File: src/rtl/harmonica_pred_pkg.sv
// Shared widths and the queued-write entry format for the predicate writeback path.
package harmonica_pred_pkg;

    localparam int PRED_LANES = 8;
    localparam int PRED_WARPS = 8;
    localparam int PRED_REGS  = 32;

    typedef logic [$clog2(PRED_WARPS)-1:0] pred_warp_t;
    typedef logic [$clog2(PRED_REGS)-1:0]  pred_addr_t;
    typedef logic [PRED_LANES-1:0]         pred_lane_t;

    typedef struct packed {
        pred_warp_t warp;
        pred_addr_t addr;
        pred_lane_t mask;
        pred_lane_t data;
    } pred_wb_entry_t;

endpackage

File: src/rtl/predicate_writeback_queue.sv
// Coalescing FIFO of lane-masked predicate writes feeding the single write port
// of the predicate register block, with a pending-write hazard query.
module predicate_writeback_queue
    import harmonica_pred_pkg::*;
#(
    parameter int LANES     = PRED_LANES,
    parameter int WARPS     = PRED_WARPS,
    parameter int NUM_PREGS = PRED_REGS,
    parameter int DEPTH     = 4
) (
    input  logic                         clk,
    input  logic                         rst,
    input  logic                         in_valid,
    output logic                         in_ready,
    input  logic [$clog2(WARPS)-1:0]     in_warp,
    input  logic [$clog2(NUM_PREGS)-1:0] in_addr,
    input  logic [LANES-1:0]             in_mask,
    input  logic [LANES-1:0]             in_data,
    output logic                         wr_req,
    input  logic                         wr_grant,
    output logic [LANES-1:0]             write_en,
    output logic [$clog2(NUM_PREGS)-1:0] waddr,
    output logic [LANES-1:0]             wdata,
    output logic [$clog2(WARPS)-1:0]     warp_selector,
    input  logic [$clog2(WARPS)-1:0]     chk_warp,
    input  logic [$clog2(NUM_PREGS)-1:0] chk_addr,
    output logic                         chk_pending,
    output logic [$clog2(DEPTH):0]       count
);

    localparam int PW = $clog2(DEPTH);

    pred_wb_entry_t mem [DEPTH];
    pred_wb_entry_t hd, tl;
    logic [PW-1:0]  head, tail, tail_last, off;
    logic [PW:0]    cnt;
    logic           active, accept, pop, push, coalesce;

    assign tail_last = tail - 1'b1;
    assign hd        = mem[head];
    assign tl        = mem[tail_last];
    assign count     = cnt;

    always_comb begin
        active   = !rst;
        wr_req   = active && (cnt != '0);
        in_ready = active && (cnt < (PW+1)'(DEPTH));
        accept   = in_valid && in_ready;
        pop      = wr_grant && wr_req;
        write_en = pop ? hd.mask : '0;
        // The tail is only being popped when it is also the head (single entry).
        coalesce = accept && (in_mask != '0) && (cnt != '0)
                   && (tl.warp == in_warp) && (tl.addr == in_addr)
                   && !(pop && (cnt == (PW+1)'(1)));
        push     = accept && (in_mask != '0) && !coalesce;
        waddr         = active ? hd.addr : '0;
        wdata         = active ? hd.data : '0;
        warp_selector = active ? hd.warp : '0;
    end

    always_comb begin
        chk_pending = 1'b0;
        off         = '0;
        for (int i = 0; i < DEPTH; i++) begin
            off = PW'(i) - head;
            if (active && ({1'b0, off} < cnt) && (mem[i].warp == chk_warp)
                && (mem[i].addr == chk_addr))
                chk_pending = 1'b1;
        end
    end

    always_ff @(posedge clk) begin
        if (rst) begin
            head <= '0;
            tail <= '0;
            cnt  <= '0;
            for (int i = 0; i < DEPTH; i++) mem[i] <= '0;
        end else begin
            if (pop) head <= head + 1'b1;
            if (push) begin
                mem[tail] <= '{warp: in_warp, addr: in_addr, mask: in_mask, data: in_data};
                tail      <= tail + 1'b1;
            end
            // Newer result wins on overlapping lanes.
            if (coalesce) begin
                mem[tail_last].mask <= tl.mask | in_mask;
                mem[tail_last].data <= (tl.data & ~in_mask) | (in_data & in_mask);
            end
            cnt <= cnt + {{PW{1'b0}}, push} - {{PW{1'b0}}, pop};
        end
    end

endmodule

File: config.mk
export PLATFORM = sky130hd
export DESIGN_NAME = predicate_writeback_queue
export DESIGN_NICKNAME = d
export VERILOG_FILES = /design/src/rtl/harmonica_pred_pkg.sv /design/src/rtl/predicate_writeback_queue.sv
export SDC_FILE = /design/constraint.sdc
export NUM_CORES = 1
export LEC_CHECK = 0
export ABC_AREA = 1
export ABC_CLOCK_PERIOD_IN_PS = 7540
export CORE_ASPECT_RATIO = 0.6
export CORE_MARGIN = 2
export CORE_UTILIZATION = 33
export CTS_BUF_LIST = sky130_fd_sc_hd__clkbuf_4 sky130_fd_sc_hd__clkbuf_8
export CTS_CLUSTER_SIZE = 10
export DETAILED_ROUTE_END_ITERATION = 7
export PLACE_DENSITY = 0.58
export SLEW_MARGIN = 20
export SYNTH_ARGS = -nofsm -noshare
export SYNTH_HDL_FRONTEND = slang
export SYNTH_SLANG_ARGS = --single-unit
File: constraint.sdc
create_clock -name clk -period 7.54 [get_ports clk]
set_input_delay 1.508 -clock clk [delete_from_list [all_inputs] [get_ports clk]]
set_output_delay 1.508 -clock clk [all_outputs]
set_load 0.01 [all_outputs]
# Word level (Yosys, flattened, before mapping)
# Memory sizes are Yosys's and may differ from the RTL's. A register that Yosys moved wholly into a read port is not among the register bits.
# Index checks and enable logic that the tools add are counted.
dict set report word_totals {
  input_bits 36
  wordCells 88
  regBits 7
  ram_bits 96
  n_memories 1
}
dict set report op_classes {
  addsub 9
  n_mux 24
  n_eq_ne 11
  n_bitwise 5
  n_reduce_logical 30
  order_cmp 5
}
# memory words width read_ports rd_ports_with_merged_regs wr line_no
set mem_list {}
lappend mem_list {mem 4 24 6 1 4 predicate_writeback_queue.sv:33} ;# pred_wb_entry_t mem [DEPTH];
# op n
set ops {}
lappend ops {{$mux 24} 2}
lappend ops {{$reduce_or 24->1} 2}
lappend ops {{$eq 5x5->1} 5}
lappend ops {{$logic_and 1x1->1} 23}
lappend ops {{$and 8x8->8} 2}
lappend ops {{$mux 8} 2}
lappend ops {{$or 8x8->8} 2}
lappend ops {{$eq 3x3->1} 5}
lappend ops {{$mux 1} 13}
lappend ops {{$lt 2x3->1} 4}
lappend ops {{$mux 2} 5}
lappend ops {{$not 8->8} 1}
lappend ops {{$reduce_bool 8->1} 1}
lappend ops {{$mux 5} 1}
lappend ops {{$add 2x1->2 const B} 2}
lappend ops {{$sub 1x2->2 const A} 2}
lappend ops {{$sub 2x2->2 const A} 2}
lappend ops {{$add 3x1->3} 1}
lappend ops {{$eq 3x1->1 const B} 1}
lappend ops {{$logic_not 1->1} 3}
lappend ops {{$lt 3x3->1 const B} 1}
lappend ops {{$mux 3} 1}
lappend ops {{$reduce_bool 3->1} 1}
lappend ops {{$sub 3x1->3} 1}
lappend ops {{$sub 2x1->2 const B} 1}

# Logic depth before layout (Yosys ltp)
dict set report logic_depth {
  depth_word 16
  mapped_depth 22
  mapped_depth_nobuf 21
}

# Worst setup path before layout
# Ideal clock, no wire load.
dict set report synth_path {
  path_kind {in2reg}
  start {in rst}
  end {mem mem[3][0] (netlist bit), enable pin}
  cell_stages 10
  slack_ns 3.157
  required_ns 7.131
  setup_ns 0.409
  arrival_ns 3.974
  path_cell_list {buf_2 -> nor2_1 -> nand2_1 -> nor2_4 -> nand3_1 -> nor2_1 -> nand3_2 -> nand3_2 -> nand2_4 -> nor3_1}
}
# element line_no
set synth_lines {}
lappend synth_lines {{start, declared} predicate_writeback_queue.sv:12} ;# input logic rst,
lappend synth_lines {{end, declared} predicate_writeback_queue.sv:33}

# Worst setup path after layout
dict set report layout_path {
  start {in rst}
  end {out write_en[2]}
}
dict set report layout_via {
  elab_chain_len 4
}
# element line_no
set layout_lines {}
lappend layout_lines {{$logic_not 1->1} predicate_writeback_queue.sv:45} ;# active = !rst;
lappend layout_lines {{$logic_and 1x1->1} predicate_writeback_queue.sv:46} ;# wr_req = active && (cnt != '0);
lappend layout_lines {{$logic_and 1x1->1} predicate_writeback_queue.sv:49} ;# pop = wr_grant && wr_req;
lappend layout_lines {{$mux 8} predicate_writeback_queue.sv:50} ;# write_en = pop ? hd.mask : '0;
lappend layout_lines {{end, declared} predicate_writeback_queue.sv:21} ;# output logic [LANES-1:0] write_en,
# Every way passes these cells.

==> impl_metrics.csv <==
group,metric,value,unit
sta,fmaxAchievable,187,MHz
clock_tree,cts_buffer_depth,2,
critical_path,reg2regPathDepth,14,
routing,ant_nets,0,
critical_path,start_kind,"primary input",
critical_path,reg2reg_from,"tail[0]$_SDFFE_PP0P_",
global_routing,overflow,0,
clock_tree,clk_pin_slew,100,ps
pwr,peakVddDrop,0.0893,mV
pwr,power.total,1870,uW
die,initial_core_util,34.0,%
final_layout,layout-drive-gt1-share,6.05,%
synth,yosysWarnings,0,
die,rows,39,
synth,synth_cells,814,
sta,fin_ws,2190,ps
synth,ys_seq_area_share,46.9,%
final_layout,multiInputGateArea,2870,um2
final_layout,n_antenna_cell,0,
clock_tree,cts_tree,"yes",
min_path,min_path_cells,1,
synth,async_reset_ff_share,0,%
routing,dr.pass1.iters,7,
clock_tree,cts_resized,0,
pwr,power.density,248,nW/um2
clock_tree,htreeDepth,3,
clock_tree,postCtsHoldBufs,0,
global_routing,grt_pass1_wl,30900,um
die,io_pins,66,
run,maxCapViolCount,0,
clock_tree,cts_root_buffer,"clkbuf_8",
final_layout,num-nets-final,897,
clock_tree,cts_setup_buffers,0,
synth,netlist.top_cell.by_area,"edfxtp_1",
synth,syn_nets,857,
sta,tns,0,ps
place,dp_hpwl,14000,um
final_layout,areaGrowthSynthToFinish,15.1,%
routing,via_count,5687,
global_routing,first_global_vias,5138,
sta,slew_headroom,29.9,%
place,gp_congestion,0.876,
routing,wl_per_cell,18.1,um
final_layout,ff_latch_area,3070,um2
synth,synth_edf_count,96,
die,die_area,21000,um2
synth,syn_area_per_cell,8.03,um2
global_routing,grtUsageTotal,19.7,%
critical_path,worstSetupStartpoint,"rst",
synth,netlist_area,6540,um2
critical_path,cp.arrival,3850,ps
global_routing,antenna_found_initial,0,
status,status,"finished, final reports clean",
synth,yosysTopAreaCellShare,44.1,%
critical_path,path_common_cell,"clkdlybuf4s50_1",
synth,synth.area.top_cells,"edfxtp_1, nand2_1, nor2_1",
routing,drt-initial-drc-count,608,
routing,vias_per_cell,5.06,
die,coreArea,19200,um2
min_path,min-delay-start,"count[2]$_SDFF_PP0_",
clock_tree,cts_sinks,105,
critical_path,critical_path_buf_inv_count,4,
sta,period_minus_slack,5350,ps
critical_path,crit_required,6030,ps
sta,rsz0062_at_grt,"no",
sta,hold_viol_final,0,
critical_path,path_delay_family,"buffers and inverters",
place,post-place-ws,1850,ps
critical_path,ff2ff_setup_slack,2800,ps
die,fp.dieH,113,um
synth,synthTopCellsByCount,"nand2_1, nor2_1, edfxtp_1",
critical_path,critical_path_class,"primary input to primary output",
final_layout,n_fill_cell,1996,
synth,synth_most_common_cell,"nand2_1",
synth,synthFlopType,"edfxtp_1",
synth,synth_seq_cells,105,
clock_tree,insertion_delay,380,ps
routing,routed_wl,20300,um
sta,setup_viol,0,
final_layout,postLayoutCoreUtil,39.1,%
sta,fin_worst_hold_slack,531,ps
critical_path,crit_cells,6,
routing,drcViolationCount,0,
critical_path,crit_path_end_kind,"primary output",
critical_path,cpMaxStageDelayCell,"clkdlybuf4s50_1",
critical_path,crit_chain,"clkdlybuf4s50_1 > buf_4 > inv_1 > nand3_1 > a21oi_1 > clkdlybuf4s50_1",
critical_path,cp_slowest_stage_delay,570,ps
sta,finClkSkew,21.8,ps
pwr,p_leak,0.00296,uW
sta,worst_slew_pin_slew,1050,ps
clock_tree,cts_made_buffers,9,
sta,maxSlewViolCount,0,
global_routing,grt_max_degree,70,
synth,synth.distinct_cells,42,
min_path,worst_hold_path_type,"register to register",
place,portBuffers,65,
critical_path,crit_fanout,26,
die,die_x,186,um
sta,finalCritPeriodShare,71.0,%
## cell usage in the layout, fill, tap and decap left out, types with 7 or more instances in the layout
cell and instances:
nand2_1 172, nor2_1 124, edfxtp_1 96, inv_1 95, o21ai_0 72, a21oi_1 70
clkdlybuf4s50_1 65, xor2_1 28, nand3_1 17, o211ai_1 11, clkbuf_8 9, dfxtp_1 7
## flip-flops by register name (all words and copies together) (netlist names), named ones only
signal / flops
mem: 96
count: 3
head: 2
tail: 2
## worst paths after layout
path | to
setup / recovery | write_en[2]
setup reg to reg | mem[2][7]$_SDFFCE_PN0P_
hold reg to reg | count[2]$_SDFF_PP0_
hold / removal | count[2]$_SDFF_PP0_
## worst reg2reg max path, stage by stage, from the launching register on
cell,delay (ps)
dfxtp_2,340
inv_2,130
nand2_1,490
nand2_2,400
inv_2,590
nand2_1,160
nand3_1,120
nand2_1,130
nor2_2,190
nand3_2,150
nor2_8,340
nand2_4,120
nand2_4,150
nand3_4,300
nand2_1,790
## routing by layer
metal	routed length (um)	GRT usage (%)
met5	0	0
met4	162	2.78
met3	1960	4.76
met2	7760	26.0
met1	10400	32.3
## through the flow
stage | instance area, um2 | std cells
floorplan | 6540 | 814
detailed placement | 7350 | 1109
global route | 7520 | 1125
global placement | 7350 | 1109
finish | 7520 | 1125
CTS | 7520 | 1125
## where the power goes
group          switching (uW)  internal [uW]
clock                     202            130
combinational             509            245
sequential               52.6            727
total                     763           1100
## layout make-up
type | count | area share [%]
clock inverter | 5 | 0.499
clock buffer | 11 | 1.85
multi-input combinational | 565 | 38.1
inverter | 102 | 5.09
tap | 266 | 4.42
sequential | 105 | 40.8
timing repair buffer | 71 | 9.25
## logic make-up after synthesis
group	Yosys count	synth area share, %
AOI/OAI and AO/OA	181	15.4
DFF	105	46.9
and+or+nand+nor	346	22.8
adders and majority gates	7	1.45
xor gates and xnor gates	29	3.89
muxes	2	0.306
buffers and inverters	144	9.34
Power figures use the tool's default switching activity.
